File: src/rtl/seg_pkg.sv
// Shared definitions for the 74HC595 seven-segment scanner: scan FSM states,
// serial word width and the hex-to-segment table.
package seg_pkg;

  localparam int WORD_W = 16;

  typedef enum logic [2:0] {
    ST_IDLE,
    ST_LOAD,
    ST_SHIFT_LO,
    ST_SHIFT_HI,
    ST_LATCH_HI,
    ST_LATCH_LO
  } state_e;

  // Active-high gfedcba pattern for one hex nibble.
  function automatic logic [6:0] hex7(input logic [3:0] nib);
    logic [6:0] pat;
    case (nib)
      4'h0: pat = 7'h3F;
      4'h1: pat = 7'h06;
      4'h2: pat = 7'h5B;
      4'h3: pat = 7'h4F;
      4'h4: pat = 7'h66;
      4'h5: pat = 7'h6D;
      4'h6: pat = 7'h7D;
      4'h7: pat = 7'h07;
      4'h8: pat = 7'h7F;
      4'h9: pat = 7'h6F;
      4'hA: pat = 7'h77;
      4'hB: pat = 7'h7C;
      4'hC: pat = 7'h39;
      4'hD: pat = 7'h5E;
      4'hE: pat = 7'h79;
      default: pat = 7'h71;
    endcase
    return pat;
  endfunction

endpackage

File: src/rtl/seg_hex_decode.sv
// Combinational hex nibble to active-high gfedcba segment pattern.
module seg_hex_decode
  import seg_pkg::*;
(
  input  logic [3:0] nibble,
  output logic [6:0] seg
);

  assign seg = hex7(nibble);

endmodule

File: src/rtl/seg_scan_595.sv
// Multiplexed 7-segment scanner driving a segment-byte + select-byte 595 chain,
// with a frame-synchronous valid/ready shadow load and leading-zero blanking.
module seg_scan_595
  import seg_pkg::*;
#(
  parameter int DIGITS         = 4,
  parameter int CLK_DIV        = 2,
  parameter bit SEG_ACTIVE_LOW = 1'b1,
  parameter bit SEL_ACTIVE_LOW = 1'b1
) (
  input  logic                  clk,
  input  logic                  rst_n,
  input  logic                  enable,
  input  logic                  in_valid,
  output logic                  in_ready,
  input  logic [4*DIGITS-1:0]   in_data,
  input  logic [DIGITS-1:0]     in_dp,
  input  logic                  in_blank,
  output logic                  segdata,
  output logic                  shclk,
  output logic                  stclk,
  output logic                  frame_done
);

  localparam int DIG_W = (DIGITS > 1) ? $clog2(DIGITS) : 1;
  localparam int PH_W  = (CLK_DIV > 1) ? $clog2(CLK_DIV) : 1;
  localparam logic [DIG_W-1:0] LAST_DIGIT = DIG_W'(DIGITS - 1);
  localparam logic [PH_W-1:0]  LAST_PHASE = PH_W'(CLK_DIV - 1);

  state_e              state_q, state_d;
  logic [PH_W-1:0]     phase_q, phase_d;
  logic [3:0]          bit_q, bit_d;
  logic [DIG_W-1:0]    digit_q, digit_d;
  logic [WORD_W-1:0]   shift_q, shift_d;
  logic                segdata_q, segdata_d;
  logic                shclk_q, shclk_d;
  logic                stclk_q, stclk_d;
  logic                frame_done_q, frame_done_d;
  logic [4*DIGITS-1:0] act_data_q, act_data_d, sh_data_q, sh_data_d;
  logic [DIGITS-1:0]   act_dp_q, act_dp_d, sh_dp_q, sh_dp_d;
  logic                act_blank_q, act_blank_d, sh_blank_q, sh_blank_d;
  logic                pending_q, pending_d;

  logic                use_shadow;
  logic [4*DIGITS-1:0] eff_data;
  logic [DIGITS-1:0]   eff_dp;
  logic                eff_blank;
  logic [3:0]          nibble;
  logic                dp_bit, lead_zero, blanked;
  logic [6:0]          hex_seg;
  logic [7:0]          seg_raw, sel_raw, seg_byte, sel_byte;
  logic [WORD_W-1:0]   word;
  logic                phase_last;

  // Digit 0 of a frame sees the shadow contents the same cycle they are committed.
  always_comb begin
    use_shadow = pending_q && (digit_q == '0);
    eff_data   = use_shadow ? sh_data_q  : act_data_q;
    eff_dp     = use_shadow ? sh_dp_q    : act_dp_q;
    eff_blank  = use_shadow ? sh_blank_q : act_blank_q;
    nibble     = 4'h0;
    dp_bit     = 1'b0;
    lead_zero  = 1'b1;
    for (int j = 0; j < DIGITS; j++) begin
      if (DIG_W'(j) == digit_q) begin
        nibble = eff_data[4*j +: 4];
        dp_bit = eff_dp[j];
      end
      if ((DIG_W'(j) >= digit_q) && (eff_data[4*j +: 4] != 4'h0)) begin
        lead_zero = 1'b0;
      end
    end
  end

  seg_hex_decode u_hex_decode (
    .nibble (nibble),
    .seg    (hex_seg)
  );

  always_comb begin
    blanked  = eff_blank && lead_zero && !dp_bit && (digit_q != '0);
    seg_raw  = blanked ? 8'h00 : {dp_bit, hex_seg};
    sel_raw  = 8'h01 << digit_q;
    seg_byte = SEG_ACTIVE_LOW ? ~seg_raw : seg_raw;
    sel_byte = SEL_ACTIVE_LOW ? ~sel_raw : sel_raw;
    word     = {seg_byte, sel_byte};
  end

  assign phase_last = (phase_q == LAST_PHASE);

  always_comb begin
    state_d      = state_q;
    phase_d      = phase_q;
    bit_d        = bit_q;
    digit_d      = digit_q;
    shift_d      = shift_q;
    segdata_d    = segdata_q;
    frame_done_d = 1'b0;
    act_data_d   = act_data_q;
    act_dp_d     = act_dp_q;
    act_blank_d  = act_blank_q;
    sh_data_d    = sh_data_q;
    sh_dp_d      = sh_dp_q;
    sh_blank_d   = sh_blank_q;
    pending_d    = pending_q;

    if (in_valid && !pending_q) begin
      sh_data_d  = in_data;
      sh_dp_d    = in_dp;
      sh_blank_d = in_blank;
      pending_d  = 1'b1;
    end

    case (state_q)
      ST_IDLE: begin
        if (enable) begin
          state_d = ST_LOAD;
          phase_d = '0;
        end
      end
      ST_LOAD: begin
        if (use_shadow) begin
          act_data_d  = sh_data_q;
          act_dp_d    = sh_dp_q;
          act_blank_d = sh_blank_q;
          pending_d   = 1'b0;
        end
        segdata_d = word[WORD_W-1];
        shift_d   = {word[WORD_W-2:0], 1'b0};
        bit_d     = 4'd0;
        phase_d   = '0;
        state_d   = ST_SHIFT_LO;
      end
      ST_SHIFT_LO: begin
        phase_d = phase_q + 1'b1;
        if (phase_last) begin
          phase_d = '0;
          state_d = ST_SHIFT_HI;
        end
      end
      ST_SHIFT_HI: begin
        phase_d = phase_q + 1'b1;
        if (phase_last) begin
          phase_d = '0;
          if (bit_q == 4'd15) begin
            state_d = ST_LATCH_HI;
          end else begin
            bit_d     = bit_q + 4'd1;
            segdata_d = shift_q[WORD_W-1];
            shift_d   = {shift_q[WORD_W-2:0], 1'b0};
            state_d   = ST_SHIFT_LO;
          end
        end
      end
      ST_LATCH_HI: begin
        phase_d = phase_q + 1'b1;
        if (phase_last) begin
          phase_d = '0;
          state_d = ST_LATCH_LO;
        end
      end
      ST_LATCH_LO: begin
        phase_d = phase_q + 1'b1;
        if (phase_last) begin
          phase_d      = '0;
          frame_done_d = (digit_q == LAST_DIGIT);
          if (enable) begin
            state_d = ST_LOAD;
            digit_d = (digit_q == LAST_DIGIT) ? '0 : digit_q + 1'b1;
          end else begin
            state_d = ST_IDLE;
            digit_d = '0;
          end
        end
      end
      default: begin
        state_d = ST_IDLE;
        phase_d = '0;
        digit_d = '0;
      end
    endcase

    shclk_d = (state_d == ST_SHIFT_HI);
    stclk_d = (state_d == ST_LATCH_HI);
  end

  // Serial clocks are registered copies of the next state so they never glitch.
  always_ff @(posedge clk or negedge rst_n) begin
    if (!rst_n) begin
      state_q      <= ST_IDLE;
      phase_q      <= '0;
      bit_q        <= 4'd0;
      digit_q      <= '0;
      shift_q      <= '0;
      segdata_q    <= 1'b0;
      shclk_q      <= 1'b0;
      stclk_q      <= 1'b0;
      frame_done_q <= 1'b0;
      act_data_q   <= '0;
      act_dp_q     <= '0;
      act_blank_q  <= 1'b0;
      sh_data_q    <= '0;
      sh_dp_q      <= '0;
      sh_blank_q   <= 1'b0;
      pending_q    <= 1'b0;
    end else begin
      state_q      <= state_d;
      phase_q      <= phase_d;
      bit_q        <= bit_d;
      digit_q      <= digit_d;
      shift_q      <= shift_d;
      segdata_q    <= segdata_d;
      shclk_q      <= shclk_d;
      stclk_q      <= stclk_d;
      frame_done_q <= frame_done_d;
      act_data_q   <= act_data_d;
      act_dp_q     <= act_dp_d;
      act_blank_q  <= act_blank_d;
      sh_data_q    <= sh_data_d;
      sh_dp_q      <= sh_dp_d;
      sh_blank_q   <= sh_blank_d;
      pending_q    <= pending_d;
    end
  end

  assign in_ready   = !pending_q;
  assign segdata    = segdata_q;
  assign shclk      = shclk_q;
  assign stclk      = stclk_q;
  assign frame_done = frame_done_q;

endmodule

File: config.mk
export PLATFORM = sky130hd
export DESIGN_NAME = seg_scan_595
export DESIGN_NICKNAME = d
export VERILOG_FILES = /design/src/rtl/seg_pkg.sv /design/src/rtl/seg_hex_decode.sv /design/src/rtl/seg_scan_595.sv
export SDC_FILE = /design/constraint.sdc
export NUM_CORES = 1
export LEC_CHECK = 0
export CAP_MARGIN = 20
export CORE_MARGIN = 10
export CORE_UTILIZATION = 45
export CTS_CLUSTER_SIZE = 28
export DETAILED_ROUTE_END_ITERATION = 8
export GPL_TIMING_DRIVEN = 0
export SETUP_SLACK_MARGIN = 0.15
export SYNTH_ARGS = -nofsm -noshare
export SYNTH_HDL_FRONTEND = slang
export SYNTH_SLANG_ARGS = --single-unit
File: constraint.sdc
create_clock -name clk -period 7.4 [get_ports clk]
set_input_delay 1.48 -clock clk [delete_from_list [all_inputs] [get_ports clk]]
set_output_delay 1.48 -clock clk [all_outputs]
set_load 0.01 [all_outputs]
==> reports/qor.csv, run 1 <==
stage;metric;value;unit
clocking;Skew-Pair Late Insertion Delay;0.35;ns
clocking;number of buffers created by CTS;9;
floorplanning;core area;8090;um^2
synth;number of synthesized flops with an enable pin;0;
drt;via total after detailed routing;2645;
drt;via/cell ratio;5.41;
pwr;Power Total;804;uW
place;port buffer count;29;
drt;Post-Route WL;7770;um
clocking;CTS tree;yes;
sta;RSZ-0062 raised after global routing;no;
final_layout;Filler cells;738;
clocking;cell chosen for the clock root;clkbuf_8;
setup_path;WS Path Type;flip-flop to output pin;
synth;mapped cell area;3700;um^2
clocking;H-tree depth;3;
drt;DRC;0;
floorplanning;io pins;30;
sta;Setup Skew;0.00810;ns
final_layout;Nets;416;
global_routing;largest net degree at the start of global routing;51;
clocking;CTS max path bufs;2;
worst_hold_path;HP Start;shift_q[5];
floorplanning;Die ar.;12300;um^2
global_routing;first-pass GRT wire length;13800;um
synth;ys flop type;dfrtp_1;
outcome;status;finished, final reports clean;
final_layout;ANT cells;0;
sta;Final period util;42.2;%
sta;Fin Setup TNS;0;ns
setup_path;RR Startpoint;digit_q[1];
drt;Antenna Violating Nets Remaining;0;
pwr;VDD IR max;0.000117;V
drt;per-cell routed wire length;15.9;um
sta;Max-slew headroom;58.0;%
global_routing;grt total ovfl;0;
setup_path;CP Capture Type;output pin;
floorplanning;DIE HEIGHT;111;um
clocking;Post-CTS Setup Bufs;0;
sta;crit path time final;3.12;ns
sta;f_max;320;MHz
pwr;PD cells;184;nW/um^2
global_routing;initial antenna violation count;0;
worst_hold_path;hold depth;2;
synth;Avg Inst Size Synth;11.0;um^2
place;gpl congestion;0.831;
clocking;CTS sink count;72;
synth;synthesized net count;375;
synth;synthesized instance count;338;
global_routing;vias in the first global route;2747;
worst_hold_path;min-delay worst type;flip-flop to flip-flop;
run;max cap viols;0;
sta;Slew Viols, Final;0;
setup_path;Critical Path Fanout Max;10;
clocking;cells resized by post-CTS repair;0;
synth;Async SR Flop Fraction;100;%
setup_path;CP Launch Type;flip-flop;
synth;synth warn;0;
setup_path;Worst Path Required;5.92;ns
synth;Yosys cell types;53;
sta;final setup fails;0;
floorplanning;Starting Density;45.7;%
setup_path;CP startpoint;pending_q;
pwr;Leak;0.00197;uW
final_layout;final core utilization;54.0;%
setup_path;worst r2r path cells;12;
sta;Fin. Hold Viols;0;
clocking;clock slew at reported path FFs;0.08;ns
final_layout;Area growth, synth to finish;18.0;%
global_routing;total track usage;13.3;%
drt;initial DRC count;92;
sta;Worst-Margin Slew;0.629;ns
place;DP HPWL;5750;um
floorplanning;die width;111;um
drt;DRT Pass-1 Iters;4;
synth;flops & latches, synth;72;
final_layout;layout cells sized above 1;19.8;%
clocking;Post-CTS Hold Buffers;0;
setup_path;Crit path arrival time;1.64;ns
synth;Seq/Total Area, Yosys;48.7;%
floorplanning;num rows;33;
## routing by layer
layer	wire length (um)	GRT usage, %	vias to the layer above	part of all wire (%)
li1	-	-	1308	-
met1	3570	16.6	1292	46
met2	3840	21.7	35	49
met3	253	3.41	10	3.3
met4	103	4.86	0	1.3
met5	0	0	-	0
## cell usage in the layout, fill, tap and decap left out, drive strengths merged, types with 2 or more instances in the layout
cell type,Yosys,layout
o31ai,2,2
inv,8,8
buf,8,10
mux2i,7,7
nand2,37,37
mux2,48,48
a22o,2,2
o21ai,25,25
and3,11,11
a21oi,8,8
a211oi,12,12
nor2b,6,6
a211o,2,2
ha,12,12
clkbuf,11,22
clkdlybuf4s50,0,28
dfrtp,72,72
clkinvlp,0,2
o221a,3,3
o21a,2,2
bufinv,0,2
nand4,6,6
nor3,4,4
nor4,3,3
nor2,16,16
a311oi,2,2
nand2b,6,6
nand3,3,3
or3,3,3
o41ai,2,2
and2,2,2
## cell usage after synthesis, drive strengths merged, types with 2 or more instances
cell     n  area (um^2)
dfrtp   72         1800
nand2   37          139
and3    11         73.8
inv      8         30.0
o41ai    2         17.5
o221a    3         33.8
o21ai   25          125
ha      12          150
a22o     2         17.5
a211o    2         26.3
clkbuf  11         41.3
mux2i    7         70.1
and2     2         15.0
a311oi   2         17.5
o21a     2         15.0
nand2b   6         37.5
o31ai    2         20.0
nor2    16         60.1
a211oi  12          100
nor2b    6         37.5
nor4     3         18.8
or3      3         18.8
nor3     4         25.0
a21oi    8         40.0
mux2    48          541
nand4    6         37.5
buf      8         55.1
nand3    3         15.0
## where the power goes
part	switching, uW	total [uW]	internal [uW]
logic	13.6	38.0	24.4
registers	12.5	421	408
clock network	147	345	198
total	173	804	631
## final timing paths
| check | slack (ns) | end |
|---|---|---|
| worst max-delay path | 4.28 | in_ready |
| worst min-delay path | 0.48 | shift_q[5] |
| worst max register to register | 4.30 | shift_q[11] |
| worst min register to register | 0.48 | shift_q[5] |
| max in group asynchronous | 5.84 | act_data_q[9] |
| min in group asynchronous | 1.02 | state_q[0] |
## final cells by class
type / instances / area [um^2] / area share, %
multi-input combinational: 239 / 1770 / 40.6
buffer: 19 / 96.3 / 2.20
sequential: 72 / 1800 / 41.2
inverter: 8 / 30.0 / 0.687
clock buffer: 11 / 141 / 3.24
clock inverter: 5 / 80.1 / 1.83
tap: 105 / 131 / 3.01
timing repair buffer: 30 / 315 / 7.21
## worst max-delay path: stages, from the launching register on
cell	delay (ns)
dfrtp_1	0.37
buf_6	0.14
buf_2	0.19
inv_1	0.07
clkdlybuf4s50_1	0.53
## registers in the layout, summed over array words and instances (netlist names), 2 cells and up
name and flops:
sh_data_q 16, act_data_q 16, act_dp_q 4, shift_q 15, digit_q 2, sh_dp_q 4, state_q 3, bit_q 4
## cell families after synthesis
| logic type | count (synthesis) | synth area share, % |
|---|---|---|
| AOI/OAI and AO/OA | 71 | 13.6 |
| muxes | 55 | 16.5 |
| and+or+nand+nor | 99 | 13.3 |
| xor gates and xnor gates | 2 | 0.473 |
| adders and majority gates | 12 | 4.06 |
| buffers and inverters | 27 | 3.41 |
| DFF | 72 | 48.7 |
## stage by stage
step | instance area [um^2] | worst slack [ns] | hold slack [ns] | std cells
2_1_floorplan | 3700 | 4.76 | 0.432 | 338
3_3_place_gp | 4120 | 2.34 | 0.449 | 472
3_5_place_dp | 4150 | 4.17 | 0.457 | 473
4_1_cts | 4370 | 4.25 | 0.480 | 489
5_1_grt | 4370 | 4.09 | 0.515 | 489
6_report | 4370 | 4.28 | 0.476 | 489
Power figures use the tool's default switching activity.
==> inputs of run 2 (changes only) <==
- clock period: 7.4 -> 3 ns (I/O delays scaled with it)
==> reports/qor.csv, run 2 (synthesis gave the netlist of run 1 again) <==
stage;metric;value;unit;change
setup_path;R2R Setup Slk;0.26;ns;-4.04 ns
place;placed insts;473;;unchanged
final_layout;final non-filler cell total;492;;+0.61%
global_routing;grt total ovfl;0;;unchanged
floorplanning;die width;111;um;unchanged
setup_path;CP Capture Type;flip-flop;;
global_routing;first-pass GRT wire length;13800;um;+0.71%
setup_path;Critical Path Fanout Max;8;;-2
pwr;VDD IR max;0.000290;V;+150%
clocking;H-tree depth;3;;unchanged
floorplanning;io pins;30;;unchanged
drt;via total after detailed routing;2653;;+0.30%
sta;Slew Viols, Final;0;;unchanged
outcome;status;finished, final reports clean;;
clocking;Skew-Pair Late Insertion Delay;0.34;ns;about the same
sta;Fin. Hold Viols;0;;unchanged
global_routing;vias in the first global route;2775;;+1.0%
pwr;PD cells;443;nW/um^2;+140%
place;port buffer count;29;;unchanged
final_layout;ANT cells;0;;unchanged
setup_path;WS Path Type;flip-flop to flip-flop;;
clocking;CTS sink count;72;;unchanged
setup_path;Worst Path Required;3.22;ns;-2.70 ns
clocking;number of buffers created by CTS;9;;unchanged
setup_path;worst r2r path cells;12;;unchanged
global_routing;initial antenna violation count;0;;unchanged
setup_path;worst r2r dst;shift_q[11];;
clocking;clock slew at reported path FFs;0.08;ns;about the same
sta;crit path time final;2.74;ns;
global_routing;total track usage;13.4;%;+0.068 points
sta;Setup Skew;0.00846;ns;+0.000361 ns
clocking;cell chosen for the clock root;clkbuf_8;;
worst_hold_path;min-delay worst type;primary input to async pin;;
clocking;CTS tree;yes;;
sta;RSZ-0062 raised after global routing;no;;
drt;Post-Route WL;7910;um;+1.9%
sta;f_max;364;MHz;
sta;Final period util;91.5;%;
setup_path;Crit path arrival time;2.97;ns;+1.33 ns
drt;DRT Pass-1 Iters;6;;+2
place;DP HPWL;5750;um;unchanged
pwr;Leak;0.00200;uW;+1.7%
drt;initial DRC count;73;;-21%
pwr;Power Total;1980;uW;+150%
final_layout;most frequent cells in the layout;dfrtp_1, mux2_2, nand2_1, clkdlybuf4s50_1, o21ai_0;;
final_layout;most common cell after layout, fill and taps aside;dfrtp_1;;
run;max cap viols;0;;unchanged
drt;Antenna Violating Nets Remaining;0;;unchanged
final_layout;biggest regs;act_data_q: 16 flops, sh_data_q: 16 flops, shift_q: 15 flops;;
floorplanning;core area;8090;um^2;unchanged
setup_path;RR Startpoint;digit_q[1];;
clocking;CTS max path bufs;2;;unchanged
drt;DRC;0;;unchanged
sta;Worst-Margin Slew;0.651;ns;+0.0215 ns
final_layout;Area growth, synth to finish;20.7;%;
setup_path;CP Launch Type;flip-flop;;
final_layout;Nets;419;;+0.72%
global_routing;largest net degree at the start of global routing;51;;unchanged
floorplanning;Die ar.;12300;um^2;unchanged
sta;final setup fails;0;;unchanged
floorplanning;num rows;33;;unchanged
sta;Max-slew headroom;56.4;%;-1.7 points
final_layout;layout cells sized above 1;23.5;%;+3.7 points
floorplanning;DIE HEIGHT;111;um;unchanged
drt;per-cell routed wire length;16.1;um;+1.3%
floorplanning;Starting Density;45.7;%;unchanged
drt;via/cell ratio;5.39;;-0.31%
place;gpl congestion;0.831;;unchanged
==> run 2: metal layers <==
| layer | vias up | track usage (%) | wire length, um |
|---|---|---|---|
| met1 | 1299 | 16.6 | 3690 |
| met2 | 33 | 22.1 | 3940 |
| met3 | 9 | 3.30 | 212 |
| li1 | 1312 | - | - |
| met4 | 0 | 4.77 | 71 |
| met5 | - | 0 | 0 |
==> run 2: final cells by class <==
type                       instances  area (um^2)
buffer                            19          101
multi-input combinational        239         1840
fill                             728         3620
timing repair buffer              33          338
tap                              105          131
clock inverter                     5         80.1
clock buffer                      11          141
inverter                           8         30.0
sequential                        72         1800
==> run 2: per-stage QoR <==
step	worst slack (ns)	area [um^2]	TNS [ns]	util (%)	hold WS (ns)
5_1_grt	0.127	4470	0	55.2	0.136
3_3_place_gp	-1.18	4120	-84.86	51.0	0.449
2_1_floorplan	0.362	3700	0	-	0.304
3_5_place_dp	-0.0592	4150	-0.0976	51.3	0.457
6_report	0.256	4470	0	55.2	0.144
4_1_cts	0.173	4410	0	54.5	0.137
==> run 2: worst max-delay path by stage <==
stage / startpoint / end / slack (ns)
floorplan: digit_q[0] / shift_q[13] / 0.36
global placement: rst_n / sh_data_q[5] / -1.18
detailed placement: digit_q[1] / shift_q[11] / -0.06
CTS: digit_q[1] / shift_q[10] / 0.17
global route: digit_q[1] / shift_q[12] / 0.13
finish: digit_q[1] / shift_q[11] / 0.26
==> run 2: what timing repair did <==
action / in CTS / in global routing
hold buffers: 0 / 0
gates cloned: 0 / 0
endpoints found under the hold margin: 0 / 0
gates resized for setup: 7 / 10
setup buffers: 1 / 2
pin swaps: 1 / 1
setup endpoints to repair: 6 / 6
==> run 2: power by group <==
group,internal [uW],total (uW),leakage (uW),switching [uW]
combinational,60.2,93.8,0.000979,33.6
clock,490,848,0.000106,358
sequential,1010,1040,0.000919,31.2
total,1560,1980,0.00200,423
==> run 2: critical path, cell delays in order (launching register included) <==
cell and delay [ns]:
dfrtp_1 0.43, inv_1 0.14, ha_2 0.23, and2_4 0.15
buf_6 0.12, mux2_2 0.36, a211oi_4 0.29, o31ai_4 0.12
inv_1 0.14, ha_4 0.18, nor3_2 0.06, a311oi_2 0.29
o21ai_1 0.11
